`src/rtl/uart_rx_if.sv`:
```
// Byte-level receive interface between uart_rx and its consumer.
// The receiver is the master (drives data/status); the consumer drives ready.
interface uart_rx_if;
    logic [7:0] data;
    logic       valid;
    logic       ready;
    logic       busy;
    logic       frame_err;
    logic       overrun;

    modport master (
        output data, valid, busy, frame_err, overrun,
        input  ready
    );

    modport slave (
        input  data, valid, busy, frame_err, overrun,
        output ready
    );
endinterface

```
`src/rtl/uart_rx.sv`:
```
// 8N1 UART receiver: 16x oversampling, 2-FF synchroniser, 3-sample majority vote,
// framing-error and overrun detection, valid/ready byte output.
module uart_rx #(
    parameter int CLK_FREQ = 100_000_000,
    parameter int BAUD     = 115200
) (
    input  logic     clk,
    input  logic     rst,
    input  logic     rx,
    uart_rx_if.master bus
);
    localparam int OS_DIV = CLK_FREQ / (BAUD * 16);
    localparam int CNT_W  = (OS_DIV > 1) ? $clog2(OS_DIV) : 1;
    localparam logic [CNT_W-1:0] CNT_MAX = CNT_W'(OS_DIV - 1);

    typedef enum logic [2:0] {
        S_IDLE,
        S_START,
        S_DATA,
        S_STOP,
        S_BREAK
    } state_t;

    state_t           state_q, state_d;
    logic             sync1_q, sync1_d;
    logic             sync2_q, sync2_d;
    logic [CNT_W-1:0] cnt_q, cnt_d;
    logic [3:0]       phase_q, phase_d;
    logic             s7_q, s7_d;
    logic             s8_q, s8_d;
    logic [2:0]       bit_idx_q, bit_idx_d;
    logic [7:0]       data_sr_q, data_sr_d;
    logic [7:0]       data_q, data_d;
    logic             valid_q, valid_d;
    logic             frame_err_q, frame_err_d;
    logic             overrun_q, overrun_d;

    logic rx_s;
    logic tick;
    logic eval;
    logic vote;

    assign rx_s = sync2_q;
    assign tick = (cnt_q == CNT_MAX);
    // Third vote sample is the live rx_s on the tick that takes phase to 9.
    assign eval = tick && (phase_q == 4'd8);
    assign vote = (s7_q & s8_q) | (s7_q & rx_s) | (s8_q & rx_s);

    always_comb begin
        state_d     = state_q;
        sync1_d     = rx;
        sync2_d     = sync1_q;
        cnt_d       = tick ? '0 : cnt_q + CNT_W'(1);
        phase_d     = phase_q;
        s7_d        = s7_q;
        s8_d        = s8_q;
        bit_idx_d   = bit_idx_q;
        data_sr_d   = data_sr_q;
        data_d      = data_q;
        valid_d     = valid_q;
        frame_err_d = 1'b0;
        overrun_d   = 1'b0;

        if (tick) begin
            phase_d = phase_q + 4'd1;
            if (phase_q == 4'd6) s7_d = rx_s;
            if (phase_q == 4'd7) s8_d = rx_s;
        end

        if (valid_q && bus.ready) valid_d = 1'b0;

        case (state_q)
            S_IDLE: begin
                if (!rx_s) begin
                    state_d = S_START;
                    cnt_d   = '0;
                    phase_d = 4'd0;
                end
            end
            S_START: begin
                if (eval) begin
                    if (vote) begin
                        state_d = S_IDLE;
                    end else begin
                        state_d   = S_DATA;
                        bit_idx_d = 3'd0;
                    end
                end
            end
            S_DATA: begin
                if (eval) begin
                    data_sr_d[bit_idx_q] = vote;
                    bit_idx_d            = bit_idx_q + 3'd1;
                    if (bit_idx_q == 3'd7) state_d = S_STOP;
                end
            end
            S_STOP: begin
                if (eval) begin
                    if (vote) begin
                        state_d = S_IDLE;
                        // A byte accepted on this same edge frees the slot.
                        if (!valid_q || bus.ready) begin
                            data_d  = data_sr_q;
                            valid_d = 1'b1;
                        end else begin
                            overrun_d = 1'b1;
                        end
                    end else begin
                        frame_err_d = 1'b1;
                        state_d     = S_BREAK;
                    end
                end
            end
            S_BREAK: begin
                if (rx_s) state_d = S_IDLE;
            end
            default: state_d = S_IDLE;
        endcase
    end

    always_ff @(posedge clk or negedge rst) begin
        if (!rst) begin
            state_q     <= S_IDLE;
            sync1_q     <= 1'b1;
            sync2_q     <= 1'b1;
            cnt_q       <= '0;
            phase_q     <= 4'd0;
            s7_q        <= 1'b1;
            s8_q        <= 1'b1;
            bit_idx_q   <= 3'd0;
            data_sr_q   <= 8'h00;
            data_q      <= 8'h00;
            valid_q     <= 1'b0;
            frame_err_q <= 1'b0;
            overrun_q   <= 1'b0;
        end else begin
            state_q     <= state_d;
            sync1_q     <= sync1_d;
            sync2_q     <= sync2_d;
            cnt_q       <= cnt_d;
            phase_q     <= phase_d;
            s7_q        <= s7_d;
            s8_q        <= s8_d;
            bit_idx_q   <= bit_idx_d;
            data_sr_q   <= data_sr_d;
            data_q      <= data_d;
            valid_q     <= valid_d;
            frame_err_q <= frame_err_d;
            overrun_q   <= overrun_d;
        end
    end

    assign bus.data      = data_q;
    assign bus.valid     = valid_q;
    assign bus.busy      = (state_q != S_IDLE);
    assign bus.frame_err = frame_err_q;
    assign bus.overrun   = overrun_q;
endmodule

```
`src/flat_wrapper.sv`:
```
// flat-port wrapper written by rule: the top's interface ports become plain ports
module uart_rx_flat 
#(
    parameter int CLK_FREQ = 100_000_000,
    parameter int BAUD     = 115200
)
  (clk, rst, rx, bus_data, bus_valid, bus_busy, bus_frame_err, bus_overrun, bus_ready);
  uart_rx_if bus_i ();
  input  logic clk;
  input  logic rst;
  input  logic rx;
  output wire logic [$bits(bus_i.data)-1:0] bus_data;
  output wire logic [$bits(bus_i.valid)-1:0] bus_valid;
  output wire logic [$bits(bus_i.busy)-1:0] bus_busy;
  output wire logic [$bits(bus_i.frame_err)-1:0] bus_frame_err;
  output wire logic [$bits(bus_i.overrun)-1:0] bus_overrun;
  input wire logic [$bits(bus_i.ready)-1:0] bus_ready;
  assign bus_data = bus_i.data;
  assign bus_valid = bus_i.valid;
  assign bus_busy = bus_i.busy;
  assign bus_frame_err = bus_i.frame_err;
  assign bus_overrun = bus_i.overrun;
  assign bus_i.ready = bus_ready;
  uart_rx #(.CLK_FREQ(CLK_FREQ), .BAUD(BAUD)) u_core (.clk(clk), .rst(rst), .rx(rx), .bus(bus_i));
endmodule
```
`config.mk`:
```
export PLATFORM = sky130hd
export DESIGN_NAME = uart_rx_flat
export DESIGN_NICKNAME = d
export VERILOG_FILES = /design/src/rtl/uart_rx_if.sv /design/src/rtl/uart_rx.sv /design/src/flat_wrapper.sv
export SDC_FILE = /design/constraint.sdc
export NUM_CORES = 1
export LEC_CHECK = 0
export ABC_CLOCK_PERIOD_IN_PS = 2650
export BUFFER_PORTS_ARGS = -buffer_cell sky130_fd_sc_hd__buf_4
export CAP_MARGIN = 25
export CORE_MARGIN = 4
export CORE_UTILIZATION = 37
export CTS_BUF_LIST = sky130_fd_sc_hd__clkbuf_4 sky130_fd_sc_hd__clkbuf_8 sky130_fd_sc_hd__clkbuf_16
export CTS_CLUSTER_DIAMETER = 200
export DETAILED_ROUTE_END_ITERATION = 16
export PLACE_DENSITY = 0.63
export REMOVE_ABC_BUFFERS = 1
export SYNTH_ARGS = -nofsm -noshare
export SYNTH_HDL_FRONTEND = slang
export SYNTH_SLANG_ARGS = --single-unit
```
`constraint.sdc`:
```
create_clock -name clk -period 2.65 [get_ports clk]
set_clock_uncertainty 0.05 [all_clocks]
set_input_delay 0 -clock clk [delete_from_list [all_inputs] [get_ports clk]]
set_output_delay 0 -clock clk [all_outputs]
set_load 0.005 [all_outputs]
```
# After elaboration in Yosys (flattened, before gate mapping)
# Index checks and enable logic that the tools add are counted.
# W data, S select, Z words.
# totals
inputBits,4
register_bits,39
# op_classes
n_eq_ne,16
muxes,34
order_cmp,2
add_sub_neg,3
n_reduce_logical,14
n_bitwise,5
# op_table
op,n
$mux W3,10
$mux W6,3
$pmux W3 S5,1
$mux W1,13
$mux W4,3
$ne A2 B1 Y1 const B,5
$bwmux W8,1
$eq A4 B3 Y1 const B,2
$reduce_and A4 Y1,2
$add A6 B1 Y6 const B,1
$eq A3 B2 Y1 const B,2
$eq A3 B3 Y1 const B,2
$eq A6 B6 Y1 const B,1
$pmux W3 S2,1
$reduce_and A2 Y1,3
$reduce_and A6 Y1,1
$add A4 B1 Y4 const B,1
$eq A4 B4 Y1 const B,1
$lt A3 B4 Y1 const B,1
$ne A2 B2 Y1 const B,2
$add A3 B1 Y3 const B,1
$and A1 B1 Y1,3
$demux W1 S3,1
$eq A3 B1 Y1 const B,1
other kinds (9),12

# Longest topological paths before layout
# depth
ltp_word,6
depth_mapped,7
depth_no_buf,6

# Worst setup path before layout
# OpenSTA, ideal clock, no wires.
# synth_path
kind,register -> register
start,register u_core.cnt_q[1]
end,"register u_core.data_q[0], in the netlist u_core.bus.data[0]"
t_arrival_ns,1.803
slack_ns,0.673
synth_period_minus_slack_ns,1.977
n_path_buf,1
stages_incl_launch_ff,8
path_cell_list,dfrtp_1 inv_1 ha_1 nand4_4 nor3_1 and4b_1 buf_4 mux2_2
# synth_between
elab_chain_len,3
# synth_rtl
element,line_no,rtl
start: declaration,uart_rx.sv:27,"logic [CNT_W-1:0] cnt_q, cnt_d;"
start signal: assignment,uart_rx.sv:140,cnt_q <= cnt_d;
$eq A6 B6 Y1,uart_rx.sv:44,assign tick = (cnt_q == CNT_MAX);
$logic_and A1 B1 Y1,uart_rx.sv:46,assign eval = tick && (phase_q == 4'd8);
$reduce_and A4 Y1 (no line),--,
end signal: assignment,uart_rx.sv:146,data_q <= data_d;
end: declaration,uart_rx.sv:33,"logic [7:0] data_q, data_d;"
# No other way between the ends.
# A chain may end at the register's enable or synchronous reset.

# Worst setup path in the final report
# layout_path
start,register u_core.cnt_q[1]
end,"register u_core.data_q[1], in the netlist u_core.bus.data[1]"
# The elaborated chain is that of the path after synthesis.

==> qor.csv <==
metric,value,unit
worstPathRequired,2.78,ns
gr-total-overflow,0,
rsz0062_at_grt,false,
peakVddDrop,0.163,mV
seqPwrFrac,56.6,%
swShare,20.6,%
synth_top_cell_by_area,dfrtp_1,
clkTransAtPathRegs,0.07,ns
port-buffer-count,15,
final_util,45.0,%
pwr-share-clk,41.7,%
reg2reg_depth,6,
cts_made_buffers,5,
diodes,0,
synth-seq-cells,39,
synthCells,144,
via_per_inst,4.90,
grt_use_total,11.6,%
fp.dieH,78.0,um
worst_pin_slew,0.482,ns
place_hpwl,2240,um
grt_first_pass_wirelength,5520,um
nets,176,
r2r_setup_slack,0.54,ns
drc_errors,0,
finalWeightedCongestion,0.725,
stdcell_area,0.00213,sq mm
fin_ws,0.544,ns
ctsResizeCount,0,
hold_viol,0,
p_int,840,uW
yosys-top-cells-area,"dfrtp_1 48%, mux2_2 11%, dfstp_2 5.8%",
ys_async_sr_fraction,100,%
cts-htree-levels,2,
start_util,38.4,%
tritoncts,done,
mostFrequentLayoutCells,"35 x dfrtp_1, 18 x mux2_2, 17 x buf_4",
cp_top_family,simple AND/OR/NAND/NOR gates,
avgSynthCellArea,12.6,sq um
postCtsSetupBuffers,0,
core_area,0.00472,sq mm
max-cap-violations,0,
critPathMaxStageDelay,0.48,ns
dp_slack,0.499,ns
die_area,0.00608,sq mm
switching_power,218,uW
instances_no_fill,233,
worst-path-max-fanout,8,
cts_num_sinks,39,
drive_above_1_share,34.9,%
holdWs,0.160,ns
drt_wl_total,3120,um
setup_viol,0,
p_leak,0.963,nW
grt_max_degree,40,
syn_area,0.00181,sq mm
wl_per_cell,13.4,um
ys_seq_area_share,54.1,%
synth_ff_type,dfrtp_1,
fin_crit_sh,79.5,%
r2r-end,u_core.bus.data[1],
end_kind,register,
synth_edf_count,0,
drt-initial-drc-count,66,
dr.pass1.iters,4,
placed_cell_area,0.00199,sq mm
yosys.area.top_type_share,48.3,%
critPathSlowestCell,and4b_1,
ant_nets,0,
cp-start-kind,register,
maxSlewHeadroom,67.9,%
rr_startpoint,u_core.cnt_q[1],
fmax,475,MHz
ys_warn_count,0,
placedCellCount,222,
worstSetupPathType,register to register,
dieWidth,78.0,um
slew_violations,0,
synth_cell_types,40,
crit_chain,"inv_1, ha_1, nand4_4, nor3_1, and4b_1, mux2_2",
setup_tns,0,ns
insertion_delay,0.29,ns
pwr_density_cell,498,mW/mm^2
mostFrequentLayoutCell,dfrtp_1,
cts_buffer_depth,2,
outcome,finished clean,
clockRootBuffer,clkbuf_8,
holdCritPathClass,input port to async pin,
area_delta_synth_final,17.4,%
layout_min_cycle_time,2.11,ns
finalPower,1.06,mW
critPathBufInv,1,
hold_buffers,3,
grt_pass1_vias,1160,
num_rows,25,
nFillCells,419,
antenna_found_initial,0,
vias,1142,
pwr-share-comb,1.7,%
worstPathArrival,2.23,ns
io_pins,16,
==> area by class of cell <==
type                    count  area (sq um)  share of cell area (%)
clock buffers               7          96.3                    4.53
clock inverters             1          7.51                   0.353
inverters                   5          18.8                   0.882
multi-input cells          94           782                    36.8
flip-flops and latches     39           981                    46.1
well taps                  67          83.8                    3.94
repair buffers             20           158                    7.41
==> worst max-delay path by stage <==
stage | from | slack [ns] | endpoint | cells after the start
after floorplan | u_core.cnt_q[1] | 0.60 | u_core.bus.data[0] | 6
after global routing | u_core.phase_q[0] | 0.39 | u_core.bus.data[1] | 6
after CTS | u_core.phase_q[0] | 0.49 | u_core.bus.data[1] | 6
after global placement | u_core.rx_s | 0.57 | u_core.bus.data[1] | 3
after detailed placement | u_core.phase_q[0] | 0.50 | u_core.bus.data[1] | 6
final | u_core.cnt_q[1] | 0.54 | u_core.bus.data[1] | 6
==> synth_stat cells (all sizes together) (2+ instances only) <==
master	n
dfrtp	35
mux2	19
nor2	14
ha	7
nand3	6
inv	5
xnor2	5
buf	4
dfstp	4
nand2	4
nand3b	3
nand4b	3
nor3	3
nor4	3
a22o	2
a311oi	2
and4bb	2
clkbuf	2
nand4	2
or3	2
xor2	2
==> cell families after synthesis <==
group                    Yosys count  synth area share [%]
adder cells (fa/ha/maj)            8                  5.39
AO/OA/AOI/OAI                     11                  4.77
multiplexers                      19                  12.0
flip-flops                        39                  54.1
buffers and inverters             11                  2.69
XOR/XNOR                           7                  3.38
AND/OR/NAND/NOR                   49                  17.6
==> sequential cells by signal (all words and copies together), names as in the netlist <==
register              cells
u_core.phase_q            4
u_core.data_sr_q          8
u_core.cnt_q              6
u_core.s8_q               1
u_core.bus.overrun        1
u_core.sync1_q            1
u_core.bus.valid          1
u_core.state_q            3
u_core.bus.data           8
u_core.s7_q               1
u_core.bus.frame_err      1
u_core.bit_idx_q          3
u_core.rx_s               1
==> routing by layer <==
metal,vias to the layer above,part of all wire (%),GRT usage (%),wire (um)
met2,17,49,18.2,1540
met3,7,3.2,3.25,100
met5,-,0,0,0
li1,552,-,-,-
met4,0,2.2,6.12,70
met1,566,45,14.5,1410
==> power groups by stage <==
stage	combinational, mW	sequential [mW]	clock [mW]
global route	0.0217	0.599	0.484
finish	0.0182	0.599	0.441
global placement	0.0152	0.610	0
floorplan	0.000775	0.610	0
CTS	0.0196	0.599	0.458
detailed placement	0.0160	0.610	0
Note: power is estimated with default switching activity, not from simulation.
